===== src/rtl/instr_fetch_ctrl.sv =====
// Instruction fetch controller: fixed-latency memory requests feeding a
// prefetch FIFO, with branch redirect and flush.
module instr_fetch_ctrl #(
    parameter int ADDR_WIDTH = 16,
    parameter int DATA_WIDTH = 32,
    parameter int DEPTH      = 4,
    parameter logic [ADDR_WIDTH-1:0] BOOT_ADDR = 16'h8000
) (
    input  logic                  clk,
    input  logic                  rst_n,
    input  logic                  fetch_en_i,
    input  logic                  branch_i,
    input  logic [ADDR_WIDTH-1:0] branch_addr_i,
    output logic                  instr_valid_o,
    output logic [DATA_WIDTH-1:0] instr_rdata_o,
    output logic [ADDR_WIDTH-1:0] instr_addr_o,
    input  logic                  instr_ready_i,
    output logic                  mem_en_o,
    output logic [ADDR_WIDTH-1:0] mem_addr_o,
    input  logic [DATA_WIDTH-1:0] mem_rdata_i
);

    localparam int PTR_W = $clog2(DEPTH);
    localparam int CNT_W = PTR_W + 1;
    localparam logic [CNT_W:0]        DEPTH_L    = (CNT_W + 1)'(DEPTH);
    localparam logic [ADDR_WIDTH-1:0] PC_STEP    = ADDR_WIDTH'(4);
    localparam logic [ADDR_WIDTH-1:0] ALIGN_MASK = ~(ADDR_WIDTH'(3));

    typedef enum logic {
        IDLE  = 1'b0,
        FETCH = 1'b1
    } state_t;

    state_t                  state_r;
    logic [ADDR_WIDTH-1:0]   pc_r;
    logic                    inflight_r;
    logic [ADDR_WIDTH-1:0]   inflight_addr_r;
    logic [DATA_WIDTH-1:0]   fifo_data_r [DEPTH];
    logic [ADDR_WIDTH-1:0]   fifo_addr_r [DEPTH];
    logic [PTR_W-1:0]        wptr_r;
    logic [PTR_W-1:0]        rptr_r;
    logic [CNT_W-1:0]        count_r;

    logic [ADDR_WIDTH-1:0]   target_s;
    logic [CNT_W:0]          occupancy_s;
    logic                    credit_s;
    logic                    issue_s;
    logic                    push_s;
    logic                    pop_s;

    // Request issue, FIFO handshakes and head-of-queue outputs
    always_comb begin
        target_s    = branch_addr_i & ALIGN_MASK;
        occupancy_s = {1'b0, count_r} + {{CNT_W{1'b0}}, inflight_r};
        // A branch flushes both queued and returning words, so room is guaranteed
        if (branch_i) begin
            credit_s = 1'b1;
        end else begin
            credit_s = (occupancy_s < DEPTH_L);
        end
        issue_s  = fetch_en_i && ((state_r == FETCH) || branch_i) && credit_s;
        push_s   = inflight_r && !branch_i;
        pop_s    = (count_r != {CNT_W{1'b0}}) && instr_ready_i && !branch_i;
        mem_en_o = issue_s;
        if (!issue_s) begin
            mem_addr_o = {ADDR_WIDTH{1'b0}};
        end else if (branch_i) begin
            mem_addr_o = target_s;
        end else begin
            mem_addr_o = pc_r & ALIGN_MASK;
        end
        instr_valid_o = (count_r != {CNT_W{1'b0}});
        if (instr_valid_o) begin
            instr_rdata_o = fifo_data_r[rptr_r];
            instr_addr_o  = fifo_addr_r[rptr_r];
        end else begin
            instr_rdata_o = {DATA_WIDTH{1'b0}};
            instr_addr_o  = {ADDR_WIDTH{1'b0}};
        end
    end

    // Control FSM: requests are only generated while in FETCH
    always_ff @(posedge clk or negedge rst_n) begin
        if (!rst_n) begin
            state_r <= IDLE;
        end else begin
            case (state_r)
                IDLE:    state_r <= fetch_en_i ? FETCH : IDLE;
                FETCH:   state_r <= fetch_en_i ? FETCH : IDLE;
                default: state_r <= IDLE;
            endcase
        end
    end

    // PC, in-flight tracking and FIFO pointers/occupancy
    always_ff @(posedge clk or negedge rst_n) begin
        if (!rst_n) begin
            pc_r            <= BOOT_ADDR;
            inflight_r      <= 1'b0;
            inflight_addr_r <= {ADDR_WIDTH{1'b0}};
            wptr_r          <= {PTR_W{1'b0}};
            rptr_r          <= {PTR_W{1'b0}};
            count_r         <= {CNT_W{1'b0}};
        end else begin
            inflight_r      <= issue_s;
            inflight_addr_r <= mem_addr_o;
            if (branch_i) begin
                pc_r    <= issue_s ? (target_s + PC_STEP) : target_s;
                wptr_r  <= {PTR_W{1'b0}};
                rptr_r  <= {PTR_W{1'b0}};
                count_r <= {CNT_W{1'b0}};
            end else begin
                if (issue_s) begin
                    pc_r <= pc_r + PC_STEP;
                end
                if (push_s) begin
                    wptr_r <= wptr_r + PTR_W'(1);
                end
                if (pop_s) begin
                    rptr_r <= rptr_r + PTR_W'(1);
                end
                case ({push_s, pop_s})
                    2'b10:   count_r <= count_r + CNT_W'(1);
                    2'b01:   count_r <= count_r - CNT_W'(1);
                    default: count_r <= count_r;
                endcase
            end
        end
    end

    // FIFO storage; empty entries are masked at the output, so no reset needed
    always_ff @(posedge clk) begin
        if (push_s) begin
            fifo_data_r[wptr_r] <= mem_rdata_i;
            fifo_addr_r[wptr_r] <= inflight_addr_r;
        end
    end

endmodule


===== config.mk =====
export PLATFORM = sky130hd
export DESIGN_NAME = instr_fetch_ctrl
export DESIGN_NICKNAME = d
export VERILOG_FILES = /design/src/rtl/instr_fetch_ctrl.sv
export SDC_FILE = /design/constraint.sdc
export NUM_CORES = 1
export LEC_CHECK = 0
export ABC_AREA = 1
export CAP_MARGIN = 10
export CORE_ASPECT_RATIO = 0.9
export CORE_MARGIN = 4
export CORE_UTILIZATION = 55
export DETAILED_ROUTE_END_ITERATION = 12
export PLACE_DENSITY_LB_ADDON = 0.05
export SYNTH_ARGS = -nofsm -noshare
export SYNTH_HDL_FRONTEND = slang
export SYNTH_SLANG_ARGS = --single-unit

===== constraint.sdc =====
create_clock -name clk -period 6.81 [get_ports clk]
set_input_delay 0.681 -clock clk [delete_from_list [all_inputs] [get_ports clk]]
set_output_delay 0.681 -clock clk [all_outputs]
set_load 0.005 [all_outputs]

==> metrics.csv <==
stage,metric,value,unit
power_and_ir_drop,power_switching,1.15,mW
power_and_ir_drop,clockPowerShare,0.306,
critical_path,required,6.13,ns
power_and_ir_drop,comb_power_share,0.273,
grt,grt_pass1_wl,32.1,mm
drt,wl,20.1,mm
synthesis,synth-main-ff-cell,edfxtp_1,
die,dieWidth,146,microns
clocking,cts.root.buffer_cell,clkbuf_16,
power_and_ir_drop,p_int,2.77,mW
critical_path,cp_max_fo,94,
synthesis,syn_inst,899,
clocking,cts_tree,built,
critical_path,cpLargestDelayFamily,buffers and inverters,
timing,clock_skew,0.0128,ns
synthesis,avgSynthCellArea,10.6,sq um
synthesis,async_reset_ff_frac,0.167,
clocking,numCtsBuffers,23,
grt,gr-total-overflow,0,
layout,finalNetCount,1059,
placement,hpwl,11.7,mm
power_and_ir_drop,max-vdd-ir-drop,0.252,mV
timing,timing.final.ws_setup,2.56,ns
synthesis,ys_ff_latch,221,
grt,grt_pass1_vias,6229,
drt,drtIter0Drc,403,
timing,slew_viol_final,0,
critical_path,critPathLaunchType,flip-flop,
clocking,holdBufCountCts,0,
synthesis,ys_types,33,
drt,drc,0,
timing,max_freq,235,MHz
critical_path,crit_chain,inv_2 -> buf_4 -> o21ai_0 -> a21oi_1 -> clkdlybuf4s50_1,
critical_path,arrival,3.57,ns
drt,ant_nets,0,
layout,n_antenna_cell,0,
placement,numPortBuffers,112,
die,rows,45,
layout,finalNonFillerCells,1227,
timing,period_share,0.625,
synthesis,synth_edf_count,184,
die,core,0.0169,sq mm
clocking,cts_buffer_depth,3,
drt,drtPass1Iterations,5,
die,io_pins,119,
drt,wl_per_cell,16.4,microns
clocking,clock_latency,0.50,ns
layout,fillers,1279,
synthesis,netlist_area,0.00949,sq mm
power_and_ir_drop,p_leak,4.26,nW
layout,layout_commonest_cell,nor2_1,
clocking,cts.reportedPaths.clkPinSlew,0.06,ns
placement,gp_congestion,0.881,
layout,area_growth,21.1,%
timing,setup_viol,0,
die,initial_core_util,0.562,
synthesis,seq_area_frac_synth,0.680,
power_and_ir_drop,power_density,341,mW/mm^2
clocking,postCtsSetupBuffers,0,
status,status,"complete, no violations",
synthesis,ys_warn_count,0,
grt,grt_max_degree,95,
timing,relSlewSlack,0.298,
power_and_ir_drop,seq_power_share,0.420,
timing,period_minus_slack,4.25,ns
layout,mostFrequentLayoutCells,"nor2_1 (231), edfxtp_1 (184), clkdlybuf4s50_1 (112), o21ai_0 (105), nand2_1 (93)",
grt,antenna_found_initial,0,
die,die_y,133,microns
drt,dr_total_vias,6572,
critical_path,path_buf_inv,3,
grt,grt_usage,0.204,
power_and_ir_drop,switching_share,0.293,
job,drv_cap,0,
clocking,cts_resized,0,
die,floorplan.die_area,0.0194,sq mm
worst_hold_path,hp-class,flip-flop to flip-flop,
timing,hold_viol_final,0,
timing,fin_tns_setup,0,ns
timing,rsz0062_at_grt,no,
critical_path,criticalPathCategory,flip-flop to output pin,
critical_path,end_kind,output pin,
layout,drive_gt1_frac,0.0600,
drt,via_per_inst,5.36,
critical_path,cp_slowest_cell,dfrtp_4,
clocking,cts_sinks,221,
clocking,cts_max_level,1,
timing,worstMarginPinSlew,1.05,ns
placement,pre_cts_ws,2.68,ns
placement,placed_cells,1185,
critical_path,max_stage_delay,0.82,ns
state kept, by name, summed over array words and instances (netlist names):
name / flops
rptr_r: 2
inflight_addr_r: 14
wptr_r: 2
pc_r: 14
inflight_r: 1
count_r: 3
fifo_data_r: 128
state_r: 1
fifo_addr_r: 56
cells in the mapped netlist (all sizes together), types with 3 or more instances:
cell    number  area share
nor2       237       0.095
edfxtp     184        0.58
o21ai      110       0.058
nand2       94       0.037
a21oi       63       0.034
inv         49       0.019
nand3       42       0.022
dfrtp       36       0.095
buf         32       0.018
clkbuf      17      0.0067
nor3        10      0.0058
ha           6      0.0079
nand4        5      0.0033
xnor2        3      0.0028
xor2         3      0.0028
final timing paths:
kind | end | slack, ns | cells past startpoint | start
max | instr_addr_o[4] | 2.56 | 5 | rptr_r[0]
min | pc_r[15] | 0.48 | 2 | pc_r[15]
max reg2reg | rptr_r[1] | 4.12 | 5 | rptr_r[0]
min reg2reg | pc_r[15] | 0.48 | 2 | pc_r[15]
max in group asynchronous | rptr_r[0] | 5.81 | 2 | rst_n
min in group asynchronous | pc_r[11] | 0.61 | 2 | rst_n
logic make-up after synthesis:
group                      after synthesis  share of synthesized area
AOI/OAI and AO/OA                      177                     0.0956
other                                    1                   0.000395
and+or+nand+nor                        389                      0.164
buffers and inverters                   98                     0.0445
DFF                                    221                      0.680
adders and majority gates                7                     0.0100
xor gates and xnor gates                 6                    0.00554
metrics by stage:
| step | hold WS, ns | util | instance area (sq um) | power, mW |
|---|---|---|---|---|
| after detailed placement | 0.475 | 0.637 | 10800 | 2.76 |
| after CTS | 0.480 | 0.680 | 11500 | 3.96 |
| after global placement | 0.469 | 0.637 | 10800 | 2.75 |
| after floorplan | 0.385 | - | 9500 | 2.17 |
| final | 0.484 | 0.680 | 11500 | 3.92 |
| after global routing | 0.506 | 0.680 | 11500 | 4.13 |
final cells by class:
class                   count  area [sq um]  area share
inverters                  49           184      0.0160
repair buffers            121          1190       0.103
clock buffers              28           594      0.0517
flip-flops and latches    221          6460       0.562
multi-input cells         583          2670       0.232
well taps                 211           264      0.0230
clock inverters            14           140      0.0122
power by group through the flow:
| stage | registers, mW | logic (mW) | clock network, mW |
|---|---|---|---|
| 2_1_floorplan | 1.61 | 0.560 | 0 |
| 3_3_place_gp | 1.67 | 1.07 | 0 |
| 3_5_place_dp | 1.68 | 1.09 | 0 |
| 4_1_cts | 1.65 | 1.09 | 1.22 |
| 5_1_grt | 1.66 | 1.18 | 1.28 |
| 6_report | 1.65 | 1.07 | 1.20 |
routing by layer:
metal | GRT usage | up-vias | wire, microns
li1 | - | 3272 | -
met1 | 0.291 | 3087 | 9210
met2 | 0.338 | 188 | 9420
met3 | 0.0318 | 25 | 1120
met4 | 0.0444 | 0 | 316
met5 | 0 | - | 0
worst reg2reg max path: cells and delay by family, from the launching register on:
family / cells / cell delay (ns)
AO/OA/AOI/OAI: 2 / 0.26
flip-flops: 1 / 1.08
AND/OR/NAND/NOR: 1 / 0.27
buffers and inverters: 2 / 1.00
Power figures use the tool's default switching activity.
